`src/rtl/fifo_pkg.sv`:
```
// Shared types and width helpers for the first-word-fall-through FIFO.
package fifo_pkg;

    typedef enum logic [1:0] {
        FIFO_EMPTY,
        FIFO_PARTIAL,
        FIFO_FULL
    } fifo_state_e;

    function automatic int ptr_width(input int depth);
        return $clog2(depth);
    endfunction

    function automatic int count_width(input int depth);
        return $clog2(depth + 1);
    endfunction

endpackage

```
`src/rtl/fifo_ptr.sv`:
```
// Wrapping pointer with increment enable; wraps naturally at 2**WIDTH.
module fifo_ptr #(
    parameter int WIDTH = 2
) (
    input  logic             clk,
    input  logic             reset,
    input  logic             inc,
    output logic [WIDTH-1:0] ptr
);

    always_ff @(posedge clk) begin
        if (reset) begin
            ptr <= '0;
        end else if (inc) begin
            ptr <= ptr + 1'b1;
        end
    end

endmodule

```
`src/rtl/fwft_fifo.sv`:
```
// First-word-fall-through FIFO: head entry shown on dout with zero read latency,
// optional overwrite-oldest policy when written while full.
module fwft_fifo
    import fifo_pkg::*;
#(
    parameter int DATA_WIDTH = 8,
    parameter int DEPTH      = 4,
    parameter bit OVERWRITE  = 1'b1
) (
    input  logic                          clk,
    input  logic                          reset,
    input  logic [DATA_WIDTH-1:0]         din,
    input  logic                          wr,
    input  logic                          rd,
    output logic [DATA_WIDTH-1:0]         dout,
    output logic                          full,
    output logic                          empty,
    output logic [count_width(DEPTH)-1:0] count,
    output logic                          overflow,
    output logic                          underflow
);

    localparam int PW = ptr_width(DEPTH);
    localparam int CW = count_width(DEPTH);
    localparam logic [CW-1:0] DEPTH_C = CW'(DEPTH);

    logic [DATA_WIDTH-1:0] mem [DEPTH];
    logic [PW-1:0]         wptr;
    logic [PW-1:0]         rptr;
    logic [CW-1:0]         count_q;
    fifo_state_e           state;
    logic                  do_wr;
    logic                  do_rd;

    always_comb begin
        state = FIFO_PARTIAL;
        if (count_q == '0) begin
            state = FIFO_EMPTY;
        end else if (count_q == DEPTH_C) begin
            state = FIFO_FULL;
        end
    end

    assign empty = (state == FIFO_EMPTY);
    assign full  = (state == FIFO_FULL);
    assign count = count_q;
    assign dout  = empty ? '0 : mem[rptr];

    // A write while full either evicts the head (overwrite) or is dropped,
    // unless a paired read frees the slot in the same edge.
    assign do_wr = !reset && wr && (!full || rd || OVERWRITE);
    assign do_rd = !reset && ((rd && !empty) || (wr && !rd && full && OVERWRITE));

    fifo_ptr #(.WIDTH(PW)) u_wptr (
        .clk   (clk),
        .reset (reset),
        .inc   (do_wr),
        .ptr   (wptr)
    );

    fifo_ptr #(.WIDTH(PW)) u_rptr (
        .clk   (clk),
        .reset (reset),
        .inc   (do_rd),
        .ptr   (rptr)
    );

    always_ff @(posedge clk) begin
        if (do_wr) begin
            mem[wptr] <= din;
        end
    end

    always_ff @(posedge clk) begin
        if (reset) begin
            count_q   <= '0;
            overflow  <= 1'b0;
            underflow <= 1'b0;
        end else begin
            if (do_wr && !do_rd) begin
                count_q <= count_q + 1'b1;
            end else if (do_rd && !do_wr) begin
                count_q <= count_q - 1'b1;
            end
            overflow  <= wr && !rd && full;
            underflow <= rd && empty;
        end
    end

endmodule
```
`config.mk`:
```
export PLATFORM = sky130hd
export DESIGN_NAME = fwft_fifo
export DESIGN_NICKNAME = d
export VERILOG_FILES = /design/src/rtl/fifo_pkg.sv /design/src/rtl/fifo_ptr.sv /design/src/rtl/fwft_fifo.sv
export SDC_FILE = /design/constraint.sdc
export NUM_CORES = 1
export LEC_CHECK = 0
export BUFFER_PORTS_ARGS = -buffer_cell sky130_fd_sc_hd__buf_2
export CORE_MARGIN = 1.5
export CORE_UTILIZATION = 55
export CTS_CLUSTER_SIZE = 20
export DETAILED_ROUTE_END_ITERATION = 16
export GPL_ROUTABILITY_DRIVEN = 1
export GPL_TIMING_DRIVEN = 0
export PLACE_DENSITY = 0.86
export SLEW_MARGIN = 10
export SYNTH_ARGS = -nofsm -noshare
export SYNTH_HDL_FRONTEND = slang
export SYNTH_SLANG_ARGS = --single-unit
```
`constraint.sdc`:
```
create_clock -name clk -period 2.98 [get_ports clk]
set_input_delay 0.149 -clock clk [delete_from_list [all_inputs] [get_ports clk]]
set_output_delay 0.149 -clock clk [all_outputs]
set_load 0.005 [all_outputs]
```
==> run summary, run 1 <==
vias in the first global route: 959
gr ovfl total: 0
Peak Freq: 433 MHz
Power Total: 1750 µW
CTS root buf: clkbuf_4
DP HPWL: 1960 µm
Max Root-Sink Buffers: 2
worst-path maximum fanout: 6
Worst Path Arrival: 2600 ps
DP Cell Count: 176
Max-Cap Viols: 0
share of cells above drive strength 1: 0.317
ANT nets after route: 0
Slew Limit Fails: 0
global-route wire length before repair: 4400 µm
antenna violations before repair: 0
leading area contributor after synthesis: edfxtp_1
sequential area share after synthesis: 0.673
global placer's final weighted congestion: 0.763
TritonCTS clock tree: yes
Tcrit/Tclk final: 0.775
Ys Warns: 0
Mapped Cells: 106
Util after Layout: 0.685
drt via density: 5.15
area of the multi-input gates: 538 µm²
DRT Pass-1 Iters: 4
Area Overhead vs Synth: 19.2%
Final Hold Fails: 0
DRC viols: 0
Mapped Avg Cell Area: 16.6 µm²
Hold/Removal Path Class: input pin to register
I/O pin count: 27
ys async rst share: 0
CTS Buf Count: 5
CP Launch Type: register
num rows: 20
CTS Sinks: 43
die span in y: 59.5 µm
DR iter-0 viols: 44
Core Area: 3050 µm²
post-route setup TNS: 0 ps
worst skew pair latency: 350 ps
width of the chip: 59.5 µm
ys flop type: edfxtp_1
status: finished clean
Synth area leaders: edfxtp_1 (55%), dfxtp_1 (13%), mux4_2 (10%)
peak supply drop: 0.000458 V
min Tclk post-route: 2310 ps
number of setup violations in the final report: 0
synthesized flop and latch total: 43
commonest non-fill, non-tap cell in the layout: edfxtp_1
largest net degree at the start of global routing: 14
Lkg Pwr: 0.000799 µW
most frequent cells in the layout: edfxtp_1 (32), buf_2 (28), dfxtp_1 (11)
number of synthesized flops with an enable pin: 32
Slew headroom: 0.663
Final nets: 162
RSZ-0062 raised after global routing: false
post-synth top area share: 0.547
H-tree depth: 2
Finished Layout Cells: 189
WP data required: 3270 ps
Routed Wire Length: 2900 µm
Port Buffer Count: 26
Routed wire per std cell: 15.4 µm
Reg clk slew, reported paths: 120 ps
post-synth net total: 124
Distinct cells, synth: 25
kind of critical path: register to register
GR Util All Layers: 0.183
Crit. End Element: register
register area: 1180 µm²
via count: 973
Initial Utilization: 0.575
Tightest Pin Transition: 506 ps
PwrDens: 839 nW/µm²
ANT cells: 0
Syn Std Cell Area: 1760 µm²
fill cell count: 217
Clock Skew: 5.15 ps
full die area: 3540 µm²
==> critical path, cell delays in order (launching register included) <==
cell and delay (ps):
dfxtp_1 400, nor3_1 410, a21oi_2 100, nand2b_1 110
ha_1 180, inv_1 60, fa_1 380, xor2_1 160
or3_1 310, a21oi_1 150
==> per-stage QoR <==
stage	hold slack, ps	worst slack, ps	area, µm²
after floorplan	248	880	1760
after global placement	359	785	1940
after detailed placement	367	714	1940
after CTS	1.65	674	2050
after global routing	2.09	508	2090
final	16.5	669	2090
==> final timing paths <==
| kind | startpoint | to | slack [ps] | depth (start not counted) |
|---|---|---|---|---|
| setup / recovery | count[0] | count[2] | 670 | 9 |
| hold reg to reg | count[2] | count[2] | 530 | 2 |
| setup reg to reg | count[0] | count[2] | 670 | 9 |
| hold / removal | din[5] | mem[3][5] | 20 | 1 |
==> sequential cells by signal (all words and copies together) (netlist names), named ones only <==
register / count
underflow: 1
u_wptr.ptr: 2
count: 3
u_rptr.ptr: 2
mem: 32
overflow: 1
==> Yosys cell counts, types with 2 or more instances <==
cell and n:
and2_1 4, buf_2 2, xor2_1 2, clkbuf_1 2, edfxtp_1 32, ha_1 5, inv_1 5, mux2i_1 2
nor2b_1 10, mux4_2 8, dfxtp_1 11, nor2_1 7, mux2_1 3, nor3b_1 2
==> final cells by class <==
| cell class | instances | area share |
|---|---|---|
| Clock buffer | 6 | 0.0197 |
| Sequential cell | 43 | 0.565 |
| Multi-Input combinational cell | 54 | 0.257 |
| Timing Repair Buffer | 31 | 0.0861 |
| Tap cell | 44 | 0.0263 |
| Buffer | 4 | 0.00837 |
| Inverter | 5 | 0.00897 |
| Clock inverter | 2 | 0.0287 |
==> routing by layer <==
metal | GRT usage | vias to the layer above | share of wire
li1 | - | 462 | -
met3 | 0.0393 | 7 | 0.047
met1 | 0.208 | 473 | 0.41
met2 | 0.309 | 31 | 0.52
met4 | 0.117 | 0 | 0.021
met5 | 0 | - | 0
==> cells by family after synthesis <==
| logic type | Yosys count | share of synthesized area |
|---|---|---|
| flip-flops | 43 | 0.673 |
| AND/OR/NAND/NOR | 28 | 0.0934 |
| multiplexers | 13 | 0.133 |
| buffers and inverters | 9 | 0.0207 |
| adder cells (fa/ha/maj) | 6 | 0.0470 |
| AO/OA/AOI/OAI | 4 | 0.0178 |
| XOR/XNOR | 3 | 0.0150 |
==> where the power goes <==
group          switching (µW)  total [µW]  internal [µW]
registers                46.1         749            703
logic                     272         564            291
clock network             180         442            262
==> timing repair <==
item / CTS / global route
hold endpoints to repair: 4 / 11
hold buffers: 1 / 4
buffers inserted: 0 / 0
resized for setup: 0 / 0
(Power assumes the default switching activity.)
==> run 2: changes to the inputs <==
CORE_UTILIZATION = 49   (was 55)
PLACE_DENSITY = 0.81   (was 0.86)
clock period = 2.1 ns   (was 2.98 ns; I/O delays follow)
==> run 2 against run 1 <==
Sequential share of layout area decreased by 0.97 points. Clock skew increased by 5.8 ps. Non-clock buffer count increased by 7. Cell count increased by 4.8%. Sequential cell count unchanged. Final area increased by 2.4%. Via count increased by 3.0%. Die area increased by 12%. Global-route usage decreased by 2.4 points. Worst setup slack got worse by 650 ps. Register-to-register slack got worse by 650 ps. Power increased by 36%. Largest power group unchanged.
==> run summary, run 2 (synthesis results as in run 1) <==
die span in y: 62.9 µm
CP peak stage delay: 420 ps
kind of critical path: register to register
via count: 1,002
largest net degree at the start of global routing: 14
Lkg Pwr: 0.000812 µW
Tcrit/Tclk final: 0.991
Peak Freq: 480 MHz
Buf/Inv on CP: 1
Power Total: 2380 µW
CP top delay family: simple AND/OR/NAND/NOR gates
TritonCTS clock tree: yes
ANT nets after route: 0
DRT Pass-1 Iters: 4
Clock Skew: 11.0 ps
Max-Cap Viols: 0
DP HPWL: 1920 µm
CTS Sinks: 43
cell chain of the critical path: or3b_4 -> a21oi_4 -> nand2b_1 -> ha_2 -> inv_2 -> fa_2 -> xor2_1 -> or3_1 -> a21oi_2
min Tclk post-route: 2080 ps
max FFs per register: 32
Cell Area, Placed: 1940 µm²
Crit. End Element: register
global placer's final weighted congestion: 0.720
Final Cell Area: 2140 µm²
CTS Buf Count: 5
commonest non-fill, non-tap cell in the layout: edfxtp_1
width of the chip: 62.9 µm
gr ovfl total: 0
Final Hold Fails: 0
Reg with most FFs: mem
drt via density: 5.06
GR Util All Layers: 0.159
DR iter-0 viols: 19
Worst Path Arrival: 2360 ps
Initial Utilization: 0.518
Tightest Pin Transition: 502 ps
Hold/Removal Path Class: input pin to register
Final nets: 169
worst-path maximum fanout: 3
peak supply drop: 0.000518 V
number of setup violations in the final report: 0
WP data required: 2380 ps
full die area: 3950 µm²
DRC viols: 0
Slew headroom: 0.666
Routed Wire Length: 2910 µm
status: finished clean
Max Root-Sink Buffers: 2
Slew Limit Fails: 0
CP max-delay cell: or3b_4
Port Buffer Count: 26
fin worst setup slack: 18.3 ps
CP Launch Type: register
I/O pin count: 27
PwrDens: 1110 nW/µm²
Routed wire per std cell: 14.7 µm
CTS root buf: clkbuf_4
Reg clk slew, reported paths: 120 ps
vias in the first global route: 1,033
antenna violations before repair: 0
global-route wire length before repair: 4660 µm
Area Overhead vs Synth: 22.0%
most frequent cells in the layout: edfxtp_1 (32), buf_2 (28), nor2b_1 (10)
Core Area: 3390 µm²
H-tree depth: 2
Util after Layout: 0.632
share of cells above drive strength 1: 0.375
worst skew pair latency: 340 ps
ANT cells: 0
worst slack at placement: -153 ps
num rows: 21
-- run 2: cell types whose count changed in the layout (fill, tap and decap cells not counted), sizes merged --
| cell | change |
|---|---|
| buf | +4 |
| dlygate4sd3 | +3 |
| bufinv | -2 |
| clkinv | +1 |
| clkinvlp | +1 |
-- run 2: per-layer routing --
metal  up-vias  wire, µm  GRT usage
li1        482         -          -
met1       491      1260      0.188
met5         -         0          0
met2        20      1500      0.276
met3         9        80     0.0342
met4         0        68     0.0778
-- run 2: worst paths after layout --
kind | start | to | slack (ps) | cells past startpoint
worst min-delay path | wr | u_wptr.ptr[1] | 80 | 3
worst max register to register | count[0] | count[2] | 20 | 9
worst max-delay path | count[0] | count[2] | 20 | 9
worst min register to register | u_wptr.ptr[1] | u_wptr.ptr[1] | 580 | 2
-- run 2: what timing repair did --
action                                  CTS  global route
pin swaps                                 1             3
endpoints found under the setup margin    1             2
cloned                                    0             0
hold endpoints to repair                 32             0
gates resized for setup                   7             4
setup buffers                             2             2
hold buffers                              8             0
-- run 2: power by group --
part	internal, µW	leakage (µW)	switching (µW)
clock network	129	0.0000282	253
logic	490	0.000401	440
registers	1010	0.000382	61.6
-- run 2: worst min-delay path, cell delays in order --
cell	delay, ps
buf_2	120
mux2i_1	80
nor2_1	80
-- run 2: stage by stage --
stage               hold slack [ps]  instances  TNS (ps)
finish                         75.8        198         0
global route                    105        198     -66.6
CTS                            71.6        196         0
detailed placement              326        178      -153
global placement                315        178      -109
floorplan                       204        106         0
-- run 2: layout make-up --
type	count	area, µm²
Buffer	4	17.5
Clock buffer	6	41.3
Clock inverter	2	12.5
Fill cell	246	1250
Inverter	5	18.8
Multi-Input combinational cell	54	566
Sequential cell	43	1190
Tap cell	46	57.6
Timing Repair Buffer	38	240
